$ cat src/rtl/keypad_event_queue.sv
// Keypad debouncer feeding a small event FIFO with a valid/ready output.
// Define KEYQ_REPEAT_EN to add auto-repeat events while a key stays held.
module keypad_event_queue #(
    parameter int DEBOUNCE_CYCLES = 16,
    parameter int DEPTH           = 4,
    parameter int REPEAT_DELAY    = 512,
    parameter int REPEAT_PERIOD   = 128
) (
    input  logic                     clk,
    input  logic                     rst,
    input  logic                     key_pressed_in,
    input  logic [3:0]               key_code_in,
    input  logic                     evt_ready,
    input  logic                     clear_in,
    output logic                     evt_valid,
    output logic [3:0]               evt_code,
    output logic [$clog2(DEPTH):0]   fifo_count,
    output logic                     overflow
);
    localparam int AW = $clog2(DEPTH);
`ifdef KEYQ_REPEAT_EN
    localparam int CNT_MAX_A = (DEBOUNCE_CYCLES > REPEAT_DELAY) ? DEBOUNCE_CYCLES : REPEAT_DELAY;
    localparam int CNT_MAX   = (CNT_MAX_A > REPEAT_PERIOD) ? CNT_MAX_A : REPEAT_PERIOD;
`else
    localparam int CNT_MAX   = DEBOUNCE_CYCLES;
`endif
    localparam int CW = $clog2(CNT_MAX);
    localparam logic [CW-1:0] DC_LAST    = CW'(DEBOUNCE_CYCLES - 1);
    localparam logic [AW:0]   FULL_COUNT = (AW + 1)'(DEPTH);

    if (DEBOUNCE_CYCLES < 2 || DEPTH < 2 || (DEPTH & (DEPTH - 1)) != 0 ||
        REPEAT_DELAY < 1 || REPEAT_PERIOD < 1) begin : g_param_check
        $error("keypad_event_queue: illegal parameter set");
    end

    typedef enum logic [1:0] {IDLE, PRESS_WAIT, HELD, RELEASE_WAIT} state_t;

    state_t          state_reg, state_next;
    logic [CW-1:0]   cnt_reg, cnt_next;
    logic [3:0]      cand_reg, cand_next;
    logic            push;
`ifdef KEYQ_REPEAT_EN
    localparam logic [CW-1:0] RD_LAST = CW'(REPEAT_DELAY - 1);
    localparam logic [CW-1:0] RP_LAST = CW'(REPEAT_PERIOD - 1);
    logic            rep_reg, rep_next;
`endif

    always_ff @(posedge clk or posedge rst) begin
        if (rst) begin
            state_reg <= IDLE;
            cnt_reg   <= '0;
            cand_reg  <= '0;
`ifdef KEYQ_REPEAT_EN
            rep_reg   <= 1'b0;
`endif
        end else begin
            state_reg <= state_next;
            cnt_reg   <= cnt_next;
            cand_reg  <= cand_next;
`ifdef KEYQ_REPEAT_EN
            rep_reg   <= rep_next;
`endif
        end
    end

    always_comb begin
        state_next = state_reg;
        cnt_next   = cnt_reg;
        cand_next  = cand_reg;
        push       = 1'b0;
`ifdef KEYQ_REPEAT_EN
        rep_next   = rep_reg;
`endif
        case (state_reg)
            IDLE: begin
                if (key_pressed_in) begin
                    cand_next  = key_code_in;
                    cnt_next   = '0;
                    state_next = PRESS_WAIT;
                end
            end
            PRESS_WAIT: begin
                if (!key_pressed_in || key_code_in != cand_reg) begin
                    state_next = IDLE;
                end else if (cnt_reg == DC_LAST) begin
                    push       = 1'b1;
                    cnt_next   = '0;
                    state_next = HELD;
`ifdef KEYQ_REPEAT_EN
                    rep_next   = 1'b0;
`endif
                end else begin
                    cnt_next = cnt_reg + 1'b1;
                end
            end
            HELD: begin
                if (!key_pressed_in) begin
                    cnt_next   = '0;
                    state_next = RELEASE_WAIT;
                end
`ifdef KEYQ_REPEAT_EN
                // First repeat waits REPEAT_DELAY, later ones REPEAT_PERIOD.
                else if (cnt_reg == (rep_reg ? RP_LAST : RD_LAST)) begin
                    push     = 1'b1;
                    cnt_next = '0;
                    rep_next = 1'b1;
                end else begin
                    cnt_next = cnt_reg + 1'b1;
                end
`endif
            end
            RELEASE_WAIT: begin
                if (key_pressed_in) begin
                    cnt_next   = '0;
                    state_next = HELD;
`ifdef KEYQ_REPEAT_EN
                    rep_next   = 1'b0;
`endif
                end else if (cnt_reg == DC_LAST) begin
                    state_next = IDLE;
                end else begin
                    cnt_next = cnt_reg + 1'b1;
                end
            end
            default: state_next = IDLE;
        endcase
    end

    logic [3:0]    mem [DEPTH];
    logic [AW:0]   wr_reg, rd_reg;
    logic [AW:0]   count;
    logic [AW-1:0] rd_addr_next;
    logic [3:0]    head_reg, head_next;
    logic          ovf_reg;
    logic          full, do_pop, do_push, drop;

    assign count        = wr_reg - rd_reg;
    assign full         = (count == FULL_COUNT);
    assign do_pop       = (count != '0) && evt_ready && !clear_in;
    assign do_push      = push && !clear_in && (!full || do_pop);
    assign drop         = push && !clear_in && full && !do_pop;
    assign rd_addr_next = rd_reg[AW-1:0] + 1'b1;

    always_ff @(posedge clk) begin
        if (do_push) mem[wr_reg[AW-1:0]] <= cand_reg;
    end

    // Head register keeps the output registered: it loads either the entry behind
    // the one being popped or the incoming code when it lands in an empty FIFO.
    always_comb begin
        head_next = head_reg;
        if (!clear_in) begin
            if (do_pop) begin
                if (count == (AW + 1)'(1)) begin
                    if (do_push) head_next = cand_reg;
                end else begin
                    head_next = mem[rd_addr_next];
                end
            end else if (count == '0 && do_push) begin
                head_next = cand_reg;
            end
        end
    end

    always_ff @(posedge clk or posedge rst) begin
        if (rst) begin
            wr_reg   <= '0;
            rd_reg   <= '0;
            head_reg <= '0;
            ovf_reg  <= 1'b0;
        end else if (clear_in) begin
            wr_reg   <= '0;
            rd_reg   <= '0;
            ovf_reg  <= 1'b0;
        end else begin
            if (do_push) wr_reg <= wr_reg + 1'b1;
            if (do_pop)  rd_reg <= rd_reg + 1'b1;
            if (drop)    ovf_reg <= 1'b1;
            head_reg <= head_next;
        end
    end

    assign evt_valid  = (count != '0);
    assign evt_code   = head_reg;
    assign fifo_count = count;
    assign overflow   = ovf_reg;
endmodule

$ cat config.mk
export PLATFORM = sky130hd
export DESIGN_NAME = keypad_event_queue
export DESIGN_NICKNAME = d
export VERILOG_FILES = /design/src/rtl/keypad_event_queue.sv
export SDC_FILE = /design/constraint.sdc
export NUM_CORES = 1
export LEC_CHECK = 0
export CAP_MARGIN = 20
export CORE_MARGIN = 10
export CORE_UTILIZATION = 37
export DETAILED_ROUTE_END_ITERATION = 10
export PLACE_DENSITY = 0.63
export RECOVER_POWER = 50
export SYNTH_ARGS = -nofsm -noshare
export SYNTH_HDL_FRONTEND = slang
export SYNTH_SLANG_ARGS = --single-unit
$ cat constraint.sdc
create_clock -name clk -period 3.6 [get_ports clk]
set_clock_uncertainty 0.15 [all_clocks]
set_input_delay 0.9 -clock clk [delete_from_list [all_inputs] [get_ports clk]]
set_output_delay 0.9 -clock clk [all_outputs]
set_load 0.01 [all_outputs]
==> impl_metrics.ini, run 1 <==
[run_status]
outcome = finished, final reports clean

[global_routing]
grt_usage_pct = 9.383
globalRoute.totalOverflow = 0
grt_pass1_vias = 1267
antenna_found_initial = 0
grt_max_degree = 22
grt_pass1_wl_um = 6216

[final_layout]
final_cell_mix = 21 x dfrtp_1, 16 x edfxtp_1, 13 x mux2_2
fillerInstances = 427
regArea_um2 = 1006
finalNetCount = 182
largest_reg_flops = 16
design_area_um2 = 2217
syn_to_final_growth_pct = 20.14
drive_above_1_share_pct = 20.48
mostFrequentLayoutCell = dfrtp_1
n_antenna_cell = 0
multi_input_comb_area_um2 = 798.3

[min_path]
hold_start = wr_reg[2]
min_to = wr_reg[2]
min_path_type = reg -> reg
holdPathStages = 1

[timing]
rsz0062_at_grt = false
drv_slew = 0
fmax_ghz = 0.2896
whs_ps = 336.9
hold_violations = 0
max_slew_margin_pct = 43.54
setup_viol = 0
worst_pin_slew_ps = 845.9
min_period_ps = 3454
fin_crit_sh_pct = 95.93
finalSetupTns_ps = 0

[worst_setup_path]
r2r_start = wr_reg[0]
cp_max_fo = 4
arrival_ps = 2400
critPathLaunchType = flip-flop
cp-end-kind = output port
r2r-end = mem[0][1]
reg2regPathDepth = 7
cp.required_ps = 2550
critPathKind = reg -> out
rrSetupSlack_ps = 760

[place]
place_area_um2 = 2103
place.gp.congestion = 0.8245
port_buffers = 17
detailed_place_hpwl_um = 2774

[die]
die-area_um2 = 8213
core_area_um2 = 4786
dieWidth_um = 90.63
die_height_um = 90.63
initial_core_util_pct = 38.56
pin_count = 18
rows = 25

[synth]
synth_compound_area_share_pct = 4.949
yosys_warnings = 0
yosysSeqAreaShare_pct = 54.51
synth_edf_count = 16
synth-main-ff-cell = dfrtp_1
netlist_instances = 141
ys_ff_latch = 37
synthMuxAreaShare_pct = 13.36
synth_xor_area_share_pct = 4.542
synth-simple-area-share_pct = 14.58
synth_fa_ha_area_share_pct = 5.831
synth_nets = 158
syn_avg_cell_area_um2 = 13.09
synth.distinct_cells = 40
synth_area_um2 = 1846
synth-async-reset-ratio_pct = 56.76
synth_top_family_by_area = simple AND/OR/NAND/NOR gates

[clock_tree]
root_buffer = clkbuf_8
postCtsSetupBuffers = 0
cts_max_level = 2
cts_buffer_depth = 2
cts_sinks = 37
cts_tree = done
clk_pin_slew_ps = 70
clkLatencyLatePin_ps = 290
post_cts_hold_buffer_count = 0
numCtsBuffers = 5

[drt]
drtPass1Iterations = 4
route.vias.total = 1160
vias_per_cell = 4.979
drt_drc_violations_left = 0
ant_nets = 0
drt-total-wl_um = 3597
wl_per_cell_um = 15.44
drtIter0Drc = 120

[pwr]
p_leak_uw = 0.0008900
power_uw = 1251
ir_drop_mv = 0.2155
p_per_area_nw_per_um2 = 564.4

[run]
maxCapViolCount = 0
[report_power, final]
| part | total, µW | switching (µW) | internal, µW |
|---|---|---|---|
| clock network | 362 | 155 | 207 |
| registers | 525 | 35.8 | 490 |
| logic | 364 | 164 | 199 |
| total | 1250 | 355 | 896 |
[worst max-delay path, stage by stage, from the launching register on]
cell	delay, ps
dfrtp_1	410
inv_1	100
ha_1	210
fa_1	360
xnor3_1	420
inv_1	80
clkdlybuf4s50_1	530
[synthesized netlist by cell type, types with 3 or more instances]
master,count,area (µm²)
dfrtp_1,21,525.5
edfxtp_1,16,480.5
mux2_2,13,146.4
nor2_1,9,33.78
inv_1,8,30.03
nand2_1,8,30.03
nand3_1,8,40.04
ha_1,7,87.58
mux4_2,4,90.09
o21ai_0,4,20.02
xnor2_1,4,35.03
and2_2,3,22.52
o31ai_1,3,22.52
xor2_1,3,26.28
[logic make-up (layout without fill, tap and decap cells)]
family | after synthesis | count (layout)
simple gates | 46 | 46
flops | 37 | 37
mux | 18 | 18
compound gates | 14 | 14
buf+inv | 10 | 35
fa+ha+maj | 8 | 8
xor+xnor | 8 | 8
[layout make-up]
cell class,instances,area share [%]
clock inverter,3,2.088
tap,67,3.781
timing repair buffer,19,8.296
sequential,37,45.37
clock buffer,5,3.104
inverter,8,1.354
multi-input combinational,94,36.00
[how the worst max path moves through the flow]
stage	from	endpoint	depth (start not counted)	slack [ps]
after floorplan	wr_reg[0]	mem[0][0]	7	910
after detailed placement	wr_reg[0]	evt_valid	6	290
after global routing	wr_reg[0]	fifo_count[2]	6	7
after global placement	wr_reg[0]	evt_valid	6	360
after CTS	wr_reg[0]	fifo_count[2]	6	110
final	wr_reg[0]	fifo_count[2]	6	150
[metrics by stage]
step	util, %	setup slack, ps	instances
floorplan	-	909.3	141
global placement	43.95	356.0	225
detailed placement	43.95	289.7	225
CTS	46.33	112.0	233
global route	46.33	7.461	233
finish	46.33	146.4	233
[metal layers]
metal / vias to the layer above / track usage, % / wire (µm)
met2: 18 / 16.71 / 1920
met3: 6 / 2.909 / 113
li1: 556 / - / -
met5: - / 0 / 0
met1: 580 / 10.09 / 1507
met4: 0 / 3.581 / 56
[timing repair]
| item | CTS | global route |
|---|---|---|
| resized for setup | 1 | 0 |
| hold endpoints to repair | 0 | 0 |
| setup endpoints to repair | 1 | 0 |
No activity file was read; power rests on OpenSTA's default activity.
==> run 2, diff against run 1 <==
ABC_AREA = 0   (was not set)
==> results of run 2 <==
No change in the layout: final DEF, timing and power equal those of run 1.
==> run 3, diff against run 2 <==
SKIP_CTS_REPAIR_TIMING = 1   (was not set)
==> run 3 against run 2 <==
Effect of this change:
- routed wire length shrank 0.11%
- sequential share of layout area shrank 0.51 points
- sequential power is essentially flat
- maximum frequency shrank 0.27%
- total power grew 0.70%
- critical path depth is the same
- global-route usage is the same
- via count grew 0.17%
- count of clock-buffer cells in the layout is the same
- critical path type unchanged
==> impl_metrics.ini, run 3 (synthesis results as in run 1) <==
[run_status]
outcome = finished, final reports clean

[final_layout]
largest_reg_flops = 16
syn_to_final_growth_pct = 21.49
instances_no_fill = 235
final_cell_mix = 21 x dfrtp_1, 16 x edfxtp_1, 13 x mux2_2
n_antenna_cell = 0
drive_above_1_share_pct = 22.62
regArea_um2 = 1006
fillerInstances = 421
multi_input_comb_area_um2 = 804.5
mostFrequentLayoutCell = dfrtp_1
finalNetCount = 184
design_area_um2 = 2242

[worst_setup_path]
rrSetupSlack_ps = 750
critPathKind = reg -> out
r2r_start = wr_reg[0]
cp.required_ps = 2550
arrival_ps = 2410
r2r-end = mem[0][1]
cp-end-kind = output port
critPathLaunchType = flip-flop
cp-startpoint = wr_reg[0]
cp-endpoint = fifo_count[2]
reg2regPathDepth = 7
cp_max_fo = 4

[place]
pre_cts_slack_ps = 289.7
port_buffers = 17
numPlacedInstances = 225
detailed_place_hpwl_um = 2774
place.gp.congestion = 0.8245
place_area_um2 = 2103

[drt]
drt_drc_violations_left = 0
route.vias.total = 1162
ant_nets = 0
vias_per_cell = 4.945
drt-total-wl_um = 3593
wl_per_cell_um = 15.29
drtIter0Drc = 89
drtPass1Iterations = 4

[pwr]
p_leak_uw = 0.0009146
power_frac_seq_pct = 41.7
p_int_uw = 903.5
netSwitchingPower_uw = 356.6
clkPwrFrac_pct = 28.8
p_per_area_nw_per_um2 = 562.0
combPwrFrac_pct = 29.6
ir_drop_mv = 0.2155
p_sw_share_pct = 28.30

[timing]
layout_setup_ws_ps = 137.1
worst_pin_slew_ps = 838.5
rsz0062_at_grt = false
max_slew_margin_pct = 44.04
min_period_ps = 3463
whs_ps = 337.8
finalSetupTns_ps = 0
drv_slew = 0
hold_violations = 0
fin_crit_sh_pct = 96.19
fmax_ghz = 0.2888
setup_viol = 0

[die]
rows = 25
initial_core_util_pct = 38.56
dieWidth_um = 90.63
core_area_um2 = 4786
die_height_um = 90.63
pin_count = 18
die-area_um2 = 8213

[clock_tree]
cts_sinks = 37
numCtsBuffers = 5
clkLatencyLatePin_ps = 300
cts_max_level = 2
cts_buffer_depth = 2
clk_pin_slew_ps = 70
cts_tree = done
root_buffer = clkbuf_8

[global_routing]
grt_pass1_vias = 1267
grt_max_degree = 22
globalRoute.totalOverflow = 0
antenna_found_initial = 0
grt_pass1_wl_um = 6216
grt_usage_pct = 9.383

[run]
maxCapViolCount = 0

[min_path]
min_path_type = reg -> reg
[run 3: changes by cell type in the layout (fill, tap and decap cells not counted)]
cell	change
xnor3_1	-1
buf_4	+2
dlymetal6s2s_1	+1
nand3_2	+1
nand3_1	-1
xnor3_2	+1
dlygate4sd2_1	-1
[run 3: stage by stage]
stage,utilization (%),power [µW]
2_1_floorplan,-,755.8
3_3_place_gp,43.95,902.5
3_5_place_dp,43.95,917.3
4_1_cts,46.35,1279
5_1_grt,46.85,1337
6_report,46.85,1260
[run 3: power by group through the flow]
stage | Combinational, µW | Sequential (µW) | Clock [µW]
6_report | 372 | 525 | 362
3_5_place_dp | 381 | 536 | 0
2_1_floorplan | 218 | 538 | 0
5_1_grt | 410 | 533 | 395
4_1_cts | 383 | 527 | 370
3_3_place_gp | 369 | 533 | 0
[run 3: worst max-delay path, stage by stage (launching register included)]
cell	delay, ps
dfrtp_1	410
inv_1	100
ha_1	210
fa_1	360
xnor3_2	430
inv_1	70
clkdlybuf4s50_1	530
[run 3: metal layers]
metal | up-vias | track usage (%) | wire length (µm)
li1 | 559 | - | -
met1 | 578 | 10.09 | 1482
met2 | 19 | 16.71 | 1927
met3 | 6 | 2.909 | 126
met4 | 0 | 3.581 | 56
met5 | - | 0 | 0
[run 3: worst min path at each step]
stage	startpoint	end	slack [ps]	cells after the start
4_1_cts	wr_reg[2]	wr_reg[2]	340	1
5_1_grt	evt_code[0]	evt_code[0]	380	1
3_3_place_gp	wr_reg[2]	wr_reg[2]	330	1
3_5_place_dp	wr_reg[2]	wr_reg[2]	330	1
6_report	wr_reg[2]	wr_reg[2]	340	1
2_1_floorplan	wr_reg[2]	wr_reg[2]	300	1
[run 3: layout make-up]
class                      instances  area share [%]
sequential                        37           44.87
timing repair buffer              21           9.040
inverter                           8           1.339
clock inverter                     3           2.065
clock buffer                       5           3.069
multi-input combinational         94           35.88
tap                               67           3.739
